`config.mk`:
```
export PLATFORM = sky130hd
export DESIGN_NAME = multi_cycle_ctrl
export DESIGN_NICKNAME = d
export VERILOG_FILES = /design/src/rtl/mc_ctrl_pkg.sv /design/src/rtl/mc_ctrl_decode.sv /design/src/rtl/multi_cycle_ctrl.sv
export SDC_FILE = /design/constraint.sdc
export NUM_CORES = 1
export LEC_CHECK = 0
export CAP_MARGIN = 20
export CORE_ASPECT_RATIO = 0.7
export CORE_MARGIN = 2
export CORE_UTILIZATION = 39
export CTS_CLUSTER_DIAMETER = 150
export CTS_CLUSTER_SIZE = 16
export DETAILED_ROUTE_END_ITERATION = 10
export PLACE_DENSITY = 0.75
export SLEW_MARGIN = 20
export SYNTH_ARGS = -nofsm -noshare
export SYNTH_HDL_FRONTEND = slang
export SYNTH_HIERARCHICAL = 1
export SYNTH_SLANG_ARGS = --single-unit
export TNS_END_PERCENT = 30
```
`constraint.sdc`:
```
create_clock -name CLK -period 1.75 [get_ports CLK]
set_input_delay 0.35 -clock CLK [delete_from_list [all_inputs] [get_ports CLK]]
set_output_delay 0.35 -clock CLK [all_outputs]
set_load 0.1 [all_outputs]
```
`src/rtl/mc_ctrl_pkg.sv`:
```
// Shared encodings for the multi-cycle control unit: opcodes, FSM states, datapath selects.
package mc_ctrl_pkg;

    localparam int unsigned OP_W    = 6;
    localparam int unsigned ALUOP_W = 3;
    localparam int unsigned STATE_W = 4;

    // Opcodes (Instruction[31:26]); jr and halt get dedicated primary opcodes
    localparam logic [OP_W-1:0] OP_RTYPE = 6'h00;
    localparam logic [OP_W-1:0] OP_J     = 6'h02;
    localparam logic [OP_W-1:0] OP_JAL   = 6'h03;
    localparam logic [OP_W-1:0] OP_BEQ   = 6'h04;
    localparam logic [OP_W-1:0] OP_BNE   = 6'h05;
    localparam logic [OP_W-1:0] OP_ADDI  = 6'h08;
    localparam logic [OP_W-1:0] OP_ORI   = 6'h0D;
    localparam logic [OP_W-1:0] OP_LW    = 6'h23;
    localparam logic [OP_W-1:0] OP_SW    = 6'h2B;
    localparam logic [OP_W-1:0] OP_JR    = 6'h3E;
    localparam logic [OP_W-1:0] OP_HALT  = 6'h3F;

    // FSM state encodings (visible on the debug state port)
    localparam logic [STATE_W-1:0] S_IF     = 4'd0;
    localparam logic [STATE_W-1:0] S_ID     = 4'd1;
    localparam logic [STATE_W-1:0] S_EXE_AL = 4'd2;
    localparam logic [STATE_W-1:0] S_WB_AL  = 4'd3;
    localparam logic [STATE_W-1:0] S_EXE_BR = 4'd4;
    localparam logic [STATE_W-1:0] S_EXE_LS = 4'd5;
    localparam logic [STATE_W-1:0] S_MEM    = 4'd6;
    localparam logic [STATE_W-1:0] S_WB_LD  = 4'd7;
    localparam logic [STATE_W-1:0] S_HALT   = 4'd8;

    // ALU operation codes
    localparam logic [ALUOP_W-1:0] ALU_ADD = 3'b000;
    localparam logic [ALUOP_W-1:0] ALU_SUB = 3'b001;
    localparam logic [ALUOP_W-1:0] ALU_AND = 3'b010;
    localparam logic [ALUOP_W-1:0] ALU_OR  = 3'b011;
    localparam logic [ALUOP_W-1:0] ALU_SLT = 3'b100;

    // Next-PC source select
    localparam logic [1:0] PCSRC_SEQ = 2'b00;
    localparam logic [1:0] PCSRC_BR  = 2'b01;
    localparam logic [1:0] PCSRC_JR  = 2'b10;
    localparam logic [1:0] PCSRC_JMP = 2'b11;

    // Register-file destination select
    localparam logic [1:0] REGDST_RA = 2'b00;
    localparam logic [1:0] REGDST_RT = 2'b01;
    localparam logic [1:0] REGDST_RD = 2'b10;

    // Instruction class, steers the ID-state dispatch
    typedef enum logic [2:0] {
        CLS_UNDEF = 3'd0,
        CLS_ALU   = 3'd1,
        CLS_BR    = 3'd2,
        CLS_LS    = 3'd3,
        CLS_JMP   = 3'd4,
        CLS_HALT  = 3'd5
    } op_class_e;

    // Opcode-derived datapath controls, constant for an instruction
    typedef struct packed {
        op_class_e            cls;
        logic [ALUOP_W-1:0]   alu_op;
        logic                 alu_src_b;
        logic                 ext_sel;
        logic [1:0]           reg_dst;
    } dec_t;

endpackage

```
`src/rtl/mc_ctrl_decode.sv`:
```
// Opcode decoder: instruction class plus the static ALU/operand/destination selects.
module mc_ctrl_decode
    import mc_ctrl_pkg::*;
(
    input  logic [OP_W-1:0] opcode_i,
    output dec_t            dec_o
);

    // Pure opcode lookup; unknown opcodes fall out as CLS_UNDEF with all selects at zero
    always_comb begin
        dec_o           = '0;
        dec_o.cls       = CLS_UNDEF;
        dec_o.alu_op    = ALU_ADD;
        dec_o.reg_dst   = REGDST_RA;
        case (opcode_i)
            OP_RTYPE: begin
                dec_o.cls     = CLS_ALU;
                dec_o.reg_dst = REGDST_RD;
            end
            OP_ADDI: begin
                dec_o.cls       = CLS_ALU;
                dec_o.alu_src_b = 1'b1;
                dec_o.ext_sel   = 1'b1;
                dec_o.reg_dst   = REGDST_RT;
            end
            OP_ORI: begin
                dec_o.cls       = CLS_ALU;
                dec_o.alu_op    = ALU_OR;
                dec_o.alu_src_b = 1'b1;
                dec_o.reg_dst   = REGDST_RT;
            end
            OP_LW: begin
                dec_o.cls       = CLS_LS;
                dec_o.alu_src_b = 1'b1;
                dec_o.ext_sel   = 1'b1;
                dec_o.reg_dst   = REGDST_RT;
            end
            OP_SW: begin
                dec_o.cls       = CLS_LS;
                dec_o.alu_src_b = 1'b1;
                dec_o.ext_sel   = 1'b1;
            end
            OP_BEQ, OP_BNE: begin
                dec_o.cls     = CLS_BR;
                dec_o.alu_op  = ALU_SUB;
                dec_o.ext_sel = 1'b1;
            end
            OP_J, OP_JAL, OP_JR: dec_o.cls = CLS_JMP;
            OP_HALT:             dec_o.cls = CLS_HALT;
            default:             ;
        endcase
    end

endmodule

```
`src/rtl/multi_cycle_ctrl.sv`:
```
// Multi-cycle control unit: Moore FSM over IF/ID/EXE/MEM/WB driving all datapath enables and selects.
module multi_cycle_ctrl
    import mc_ctrl_pkg::*;
(
    input  logic                 CLK,
    input  logic                 Reset,
    input  logic [OP_W-1:0]      opcode,
    input  logic                 zero,
    output logic                 PCWre,
    output logic                 IRWre,
    output logic                 InsMemRW,
    output logic                 RegWre,
    output logic                 mRD,
    output logic                 mWR,
    output logic                 ALUSrcB,
    output logic                 ExtSel,
    output logic                 DBDataSrc,
    output logic [1:0]           RegDst,
    output logic                 WrRegDSrc,
    output logic [1:0]           PCSrc,
    output logic [ALUOP_W-1:0]   ALUOp,
    output logic [STATE_W-1:0]   state
);

    logic [STATE_W-1:0] state_q;
    logic [STATE_W-1:0] state_d;
    dec_t               dec;
    logic               is_lw;
    logic               is_sw;
    logic               is_jal;
    logic               br_taken;

    mc_ctrl_decode u_decode (
        .opcode_i (opcode),
        .dec_o    (dec)
    );

    assign is_lw    = (opcode == OP_LW);
    assign is_sw    = (opcode == OP_SW);
    assign is_jal   = (opcode == OP_JAL);
    assign br_taken = ((opcode == OP_BEQ) && zero) || ((opcode == OP_BNE) && !zero);
    assign state    = state_q;

    // State register; reset abandons any instruction in flight
    always_ff @(posedge CLK or negedge Reset) begin
        if (!Reset) begin
            state_q <= S_IF;
        end else begin
            state_q <= state_d;
        end
    end

    // Next-state: dispatch on instruction class in ID, fixed walk elsewhere
    always_comb begin
        state_d = S_IF;
        case (state_q)
            S_IF:     state_d = S_ID;
            S_ID: begin
                case (dec.cls)
                    CLS_ALU:  state_d = S_EXE_AL;
                    CLS_BR:   state_d = S_EXE_BR;
                    CLS_LS:   state_d = S_EXE_LS;
                    CLS_HALT: state_d = S_HALT;
                    default:  state_d = S_IF;
                endcase
            end
            S_EXE_AL: state_d = S_WB_AL;
            S_WB_AL:  state_d = S_IF;
            S_EXE_BR: state_d = S_IF;
            S_EXE_LS: state_d = S_MEM;
            S_MEM:    state_d = is_lw ? S_WB_LD : S_IF;
            S_WB_LD:  state_d = S_IF;
            S_HALT:   state_d = S_HALT;
            default:  state_d = S_IF;
        endcase
    end

    // Control outputs: opcode selects held all instruction, enables pulsed per state, all gated by reset
    always_comb begin
        PCWre     = 1'b0;
        IRWre     = 1'b0;
        InsMemRW  = 1'b1;
        RegWre    = 1'b0;
        mRD       = 1'b0;
        mWR       = 1'b0;
        ALUSrcB   = dec.alu_src_b;
        ExtSel    = dec.ext_sel;
        DBDataSrc = is_lw;
        RegDst    = dec.reg_dst;
        WrRegDSrc = !is_jal;
        ALUOp     = dec.alu_op;
        PCSrc     = PCSRC_SEQ;
        if ((opcode == OP_J) || is_jal) begin
            PCSrc = PCSRC_JMP;
        end else if (opcode == OP_JR) begin
            PCSrc = PCSRC_JR;
        end

        case (state_q)
            S_IF: IRWre = 1'b1;
            S_ID: begin
                if ((dec.cls == CLS_JMP) || (dec.cls == CLS_UNDEF)) begin
                    PCWre = 1'b1;
                end
                RegWre = is_jal;
            end
            S_WB_AL: begin
                PCWre  = 1'b1;
                RegWre = 1'b1;
            end
            S_EXE_BR: begin
                PCWre = 1'b1;
                if (br_taken) begin
                    PCSrc = PCSRC_BR;
                end
            end
            S_MEM: begin
                PCWre = is_sw;
                mWR   = is_sw;
                mRD   = is_lw;
            end
            S_WB_LD: begin
                PCWre  = 1'b1;
                RegWre = 1'b1;
                mRD    = 1'b1;
            end
            default: ;
        endcase

        if (!Reset) begin
            PCWre     = 1'b0;
            IRWre     = 1'b0;
            RegWre    = 1'b0;
            mRD       = 1'b0;
            mWR       = 1'b0;
            ALUSrcB   = 1'b0;
            ExtSel    = 1'b0;
            DBDataSrc = 1'b0;
            RegDst    = 2'b00;
            WrRegDSrc = 1'b0;
            PCSrc     = 2'b00;
            ALUOp     = '0;
        end
    end

endmodule
```
==> metrics.md, run 1 <==
| Metric | Value |
|---|---|
| Die width | `56.5 um` |
| Synth Instances | `106` |
| CTS HTree Levels | `1` |
| Overall die height | `40.8 um` |
| Gp weighted congestion | `0.961` |
| Distinct cells, synth | `39` |
| IO buf count | `27` |
| Setup bufs post-CTS | `16` |
| Async set-reset flop share out of synthesis | `100%` |
| Cts repair resizes | `75` |
| Hpwl dp | `2270 um` |
| Root Buffer | `clkbuf_4` |
| Synth Cell Area | `753 um^2` |
| Initial Util | `41.0%` |
| Syn nets | `115` |
| Register area share after synthesis | `13.3%` |
| Status | `stopped before the end` |
| Synthesized area per cell | `7.11 um^2` |
| Clk buf depth | `2` |
| Post-synth top flop | `dfrtp_1` |
| Post-CTS Hold Buffers | `0` |
| Placed insts | `174` |
| Row count | `13` |
| Error msg | `[ERROR DPL-0033] detailed placement checks failed during check placement.` |
| Post-synthesis register bit count | `4` |
| Sink Count | `4` |
| Stopped at | `4_1_cts` |
| Ports | `30` |
| Post-synth EDFFs | `0` |
| CTS Buf Count | `3` |
| Synth warnings | `6` |
cell families after synthesis:
kind of cell	synth area share (%)
DFF	13.3
and+or+nand+nor	52.7
xor gates and xnor gates	1.16
other	0.997
muxes	2.66
buffers and inverters	11.1
AOI/OAI and AO/OA	18.1
per-stage QoR:
stage / setup slack, ns / area [um^2]
3_5_place_dp: -0.759 / 1530
3_3_place_gp: -0.697 / 1530
2_1_floorplan: -0.639 / 902
cells in the mapped netlist (3+ instances only):
library cell  number  area share (%)
a21oi_1            8             5.3
nand2_1            6             3.0
and2_1             8             6.6
dfrtp_1            4              13
nor2b_1            4             3.3
nand3_1            3             2.0
nor3_1             6             4.0
inv_1              5             2.5
nand4_1            6             5.0
buf_2              7             4.7
nor2_1             9             4.5
==> run 2, diff against run 1 <==
CORE_AREA = 2 2 63 65   (was not set)
CORE_ASPECT_RATIO = not set   (was 0.7)
CORE_MARGIN = not set   (was 2)
CORE_UTILIZATION = not set   (was 39)
CTS_CLUSTER_DIAMETER = not set   (was 150)
CTS_CLUSTER_SIZE = not set   (was 16)
DIE_AREA = 0 0 65 67   (was not set)
PLACE_DENSITY = not set   (was 0.75)
PLACE_DENSITY_LB_ADDON = 0.15   (was not set)
clock period = 2.3 ns   (was 1.75 ns; I/O delays follow)
==> run 2 against run 1 <==
The run now ends clean. Area after synthesis unchanged. Synthesized cell count unchanged.
==> metrics.md, run 2 <==
| Metric | Value |
|---|---|
| Cell Int Power | `0.463 mW` |
| Fin nets | `169` |
| FMAX | `447 MHz` |
| Worst setup startpoint | `opcode[3]` |
| Synth top area cells | `dfrtp_1 13%, and2_1 6.6%, a21oi_1 5.3%` |
| Gp weighted congestion | `0.855 (-11%)` |
| Overall die height | `67 um (+64%)` |
| Crit Path Class | `primary input to output pin` |
| Worst-path clk slew | `0.03 ns` |
| CTS tree | `yes` |
| Tcrit/Tclk final | `97.2%` |
| Top post-synthesis cells by count | `9 x nor2_1, 8 x a21oi_1, 8 x and2_1` |
| Sink Count | `4 (unchanged)` |
| Data arrival, critical path | `1.78 ns` |
| Most frequent cell after synthesis | `nor2_1` |
| Sequential Power Share | `17.4%` |
| Cell taking the most area after synthesis | `dfrtp_1` |
| Max reg flops | `4` |
| Pwr/cell area | `599 nW/um^2` |
| CP max FO | `2` |
| Min Tclk post-route | `2.24 ns` |
| IO buf count | `27 (unchanged)` |
| Syn nets | `115 (unchanged)` |
| Syn-to-layout area delta | `122%` |
| DR vias | `965` |
| Initial Util | `20.9% (-20 points)` |
| Drt first-iter violations | `49` |
| Hpwl dp | `1920 um (-15%)` |
| Synth Instances | `106 (unchanged)` |
| First-pass GRT wire length | `4490 um` |
| CTS HTree Levels | `1 (unchanged)` |
| Fin. max-slew vios | `0` |
| CP endpoint kind | `output pin` |
| Total leakage power | `0.704 nW` |
| Final WL | `2590 um` |
| Critical path buffers and inverters | `2` |
| Gr ovfl total | `0` |
| Synth warnings | `6 (unchanged)` |
| Reg-to-reg startpoint | `state[3]` |
| Initial antenna violation count | `0` |
| Die ar. | `4360 um^2` |
| Worst slew margin | `36.6%` |
| CP Capture Point | `PCWre` |
| R2r endpoint | `state[3]` |
| ANT cells | `0` |
| Max-cap violations | `0` |
| GRT Util Overall | `13.0%` |
| Peak VDD IR | `0.843 mV` |
| Final setup fails | `0` |
| Register area share after synthesis | `13.3% (unchanged)` |
| Distinct cells, synth | `39 (unchanged)` |
| Crit start category | `primary input` |
| Post-route DRC violation count | `0` |
| Pin count of the biggest net entering global routing | `14` |
| Post-synthesis register bit count | `4 (unchanged)` |
| CTS Buf Count | `3 (unchanged)` |
| Crit path top cell by count | `nor4b_4` |
| Crit-path cells | `clkbuf_2 > nor4b_4 > a21oi_4 > nor2_4 > nor4b_4 > a211oi_2 > o32ai_4 > buf_12` |
| Worst-Skew Late Latency | `0.21 ns` |
| Total Power | `1.00 mW` |
| Switching Fraction | `53.8%` |
| Root Buffer | `clkbuf_8` |
| Post-synth EDFFs | `0 (unchanged)` |
| Floorplan Core Area | `3610 um^2` |
| Post-Route Skew | `0.00121 ns` |
| WP data required | `1.84 ns` |
| Top delay family on crit path | `simple AND/OR/NAND/NOR gates` |
| Antenna-violating nets left | `0` |
| Pre-antenna DRT Iters | `4` |
| Slowest CP cell | `nor4b_4` |
| Die width | `65 um (+15%)` |
| Area share of the largest cell type after synthesis | `13.3% (unchanged)` |
| CP peak stage delay | `0.36 ns` |
| Clock Power Share | `14.5%` |
| Post-CTS Hold Buffers | `0 (unchanged)` |
| Ports | `30 (unchanged)` |
| Status | `completed` |
| Row count | `22 (+9)` |
| Most frequent cells in the layout | `31 x buf_4, 17 x buf_12, 8 x and2_1` |
| Synth Cell Area | `753 um^2 (unchanged)` |
| Cells on worst reg2reg path | `3` |
| Core Util, Final | `46.4%` |
| Post-synth top flop | `dfrtp_1` |
| WL/cell | `12.6 um` |
| Final Hold Vio Count | `0` |
| Layout cells sized above 1 | `58.9%` |
| Actual slew at the worst max-slew pin | `0.957 ns` |
| Setup slack, reg-to-reg | `1.18 ns` |
| Worst Hold Class | `primary input to async pin` |
| Number of global-route vias before repair | `954` |
| Switching power | `0.539 mW` |
| Clk buf depth | `2 (unchanged)` |
| Most common cell after layout, fill and taps aside | `buf_4` |
| Synthesized area per cell | `7.11 um^2 (unchanged)` |
| Worst path depth | `8` |
| Async set-reset flop share out of synthesis | `100% (unchanged)` |
| RSZ-0062 raised after global routing | `true` |
| Vias per cell | `4.68` |
| Combinational Power Share | `68.1%` |
run 2: cell counts after synthesis:
Identical to the previous run, type by type.
run 2: worst min-delay path by stage:
stage	start	end	slack (ns)	cells after the start
6_report	Reset	state[1]	0.34	2
5_1_grt	Reset	state[1]	0.38	2
4_1_cts	state[2]	state[3]	0.61	1
3_5_place_dp	state[2]	state[3]	0.60	1
3_3_place_gp	state[2]	state[3]	0.60	1
2_1_floorplan	Reset	state[0]	0.16	0
run 2: worst register-to-register path: stages, from the launching register on:
cell      delay, ns
dfrtp_4        0.54
and4bb_2       0.31
mux2i_1        0.06
nor3_1         0.12
run 2: logic make-up (layout without fill, tap and decap cells):
group / count (synthesis) / count (layout) / share of synthesized area, %
AOI/OAI and AO/OA: 20 / 20 / 18.1
xor gates and xnor gates: 1 / 1 / 1.16
buffers and inverters: 16 / 68 / 11.1
DFF: 4 / 4 / 13.3
muxes: 2 / 2 / 2.66
other: 2 / 2 / 0.997
and+or+nand+nor: 61 / 61 / 52.7
run 2: metal layers:
metal / vias up / wire length (um) / GRT usage, %
met5: - / 0 / 0
met4: 0 / 16 / 4.79
met3: 2 / 73 / 1.52
met2: 19 / 1270 / 21.0
met1: 452 / 1230 / 17.6
li1: 492 / - / -
run 2: cell type report:
cell class,count,area [um^2]
repair buffers,60,683
well taps,48,60.1
flip-flops and latches,4,113
clock buffers,3,41.3
inverters,5,18.8
multi-input cells,86,757
fillers,347,1930
run 2: metrics by stage:
step                setup slack, ns  cell area (um^2)  hold WS (ns)  setup TNS (ns)  cells
finish                       0.0636              1670         0.344               0    206
global route                -0.0126              1670         0.382         -0.0126    206
floorplan                    -0.232               897         0.164          -0.834    106
global placement             -0.450              1480         0.603           -3.25    196
CTS                         0.00551              1620         0.611               0    204
detailed placement           -0.425              1480         0.603           -3.28    196
run 2: repair_timing:
item                                    in CTS  in global routing
pin swaps                                    8                 11
cloned                                       1                  0
endpoints found under the setup margin      14                  5
resized for setup                           35                 17
setup buffers                                4                  2
run 2: power groups by stage:
| stage | Clock [mW] | Combinational [mW] | Sequential, mW |
|---|---|---|---|
| 2_1_floorplan | 0 | 0.398 | 0.246 |
| 6_report | 0.145 | 0.683 | 0.174 |
| 5_1_grt | 0.158 | 0.715 | 0.185 |
| 3_3_place_gp | 0 | 0.652 | 0.175 |
| 3_5_place_dp | 0 | 0.654 | 0.174 |
| 4_1_cts | 0.151 | 0.670 | 0.174 |
(Power assumes the default switching activity.)
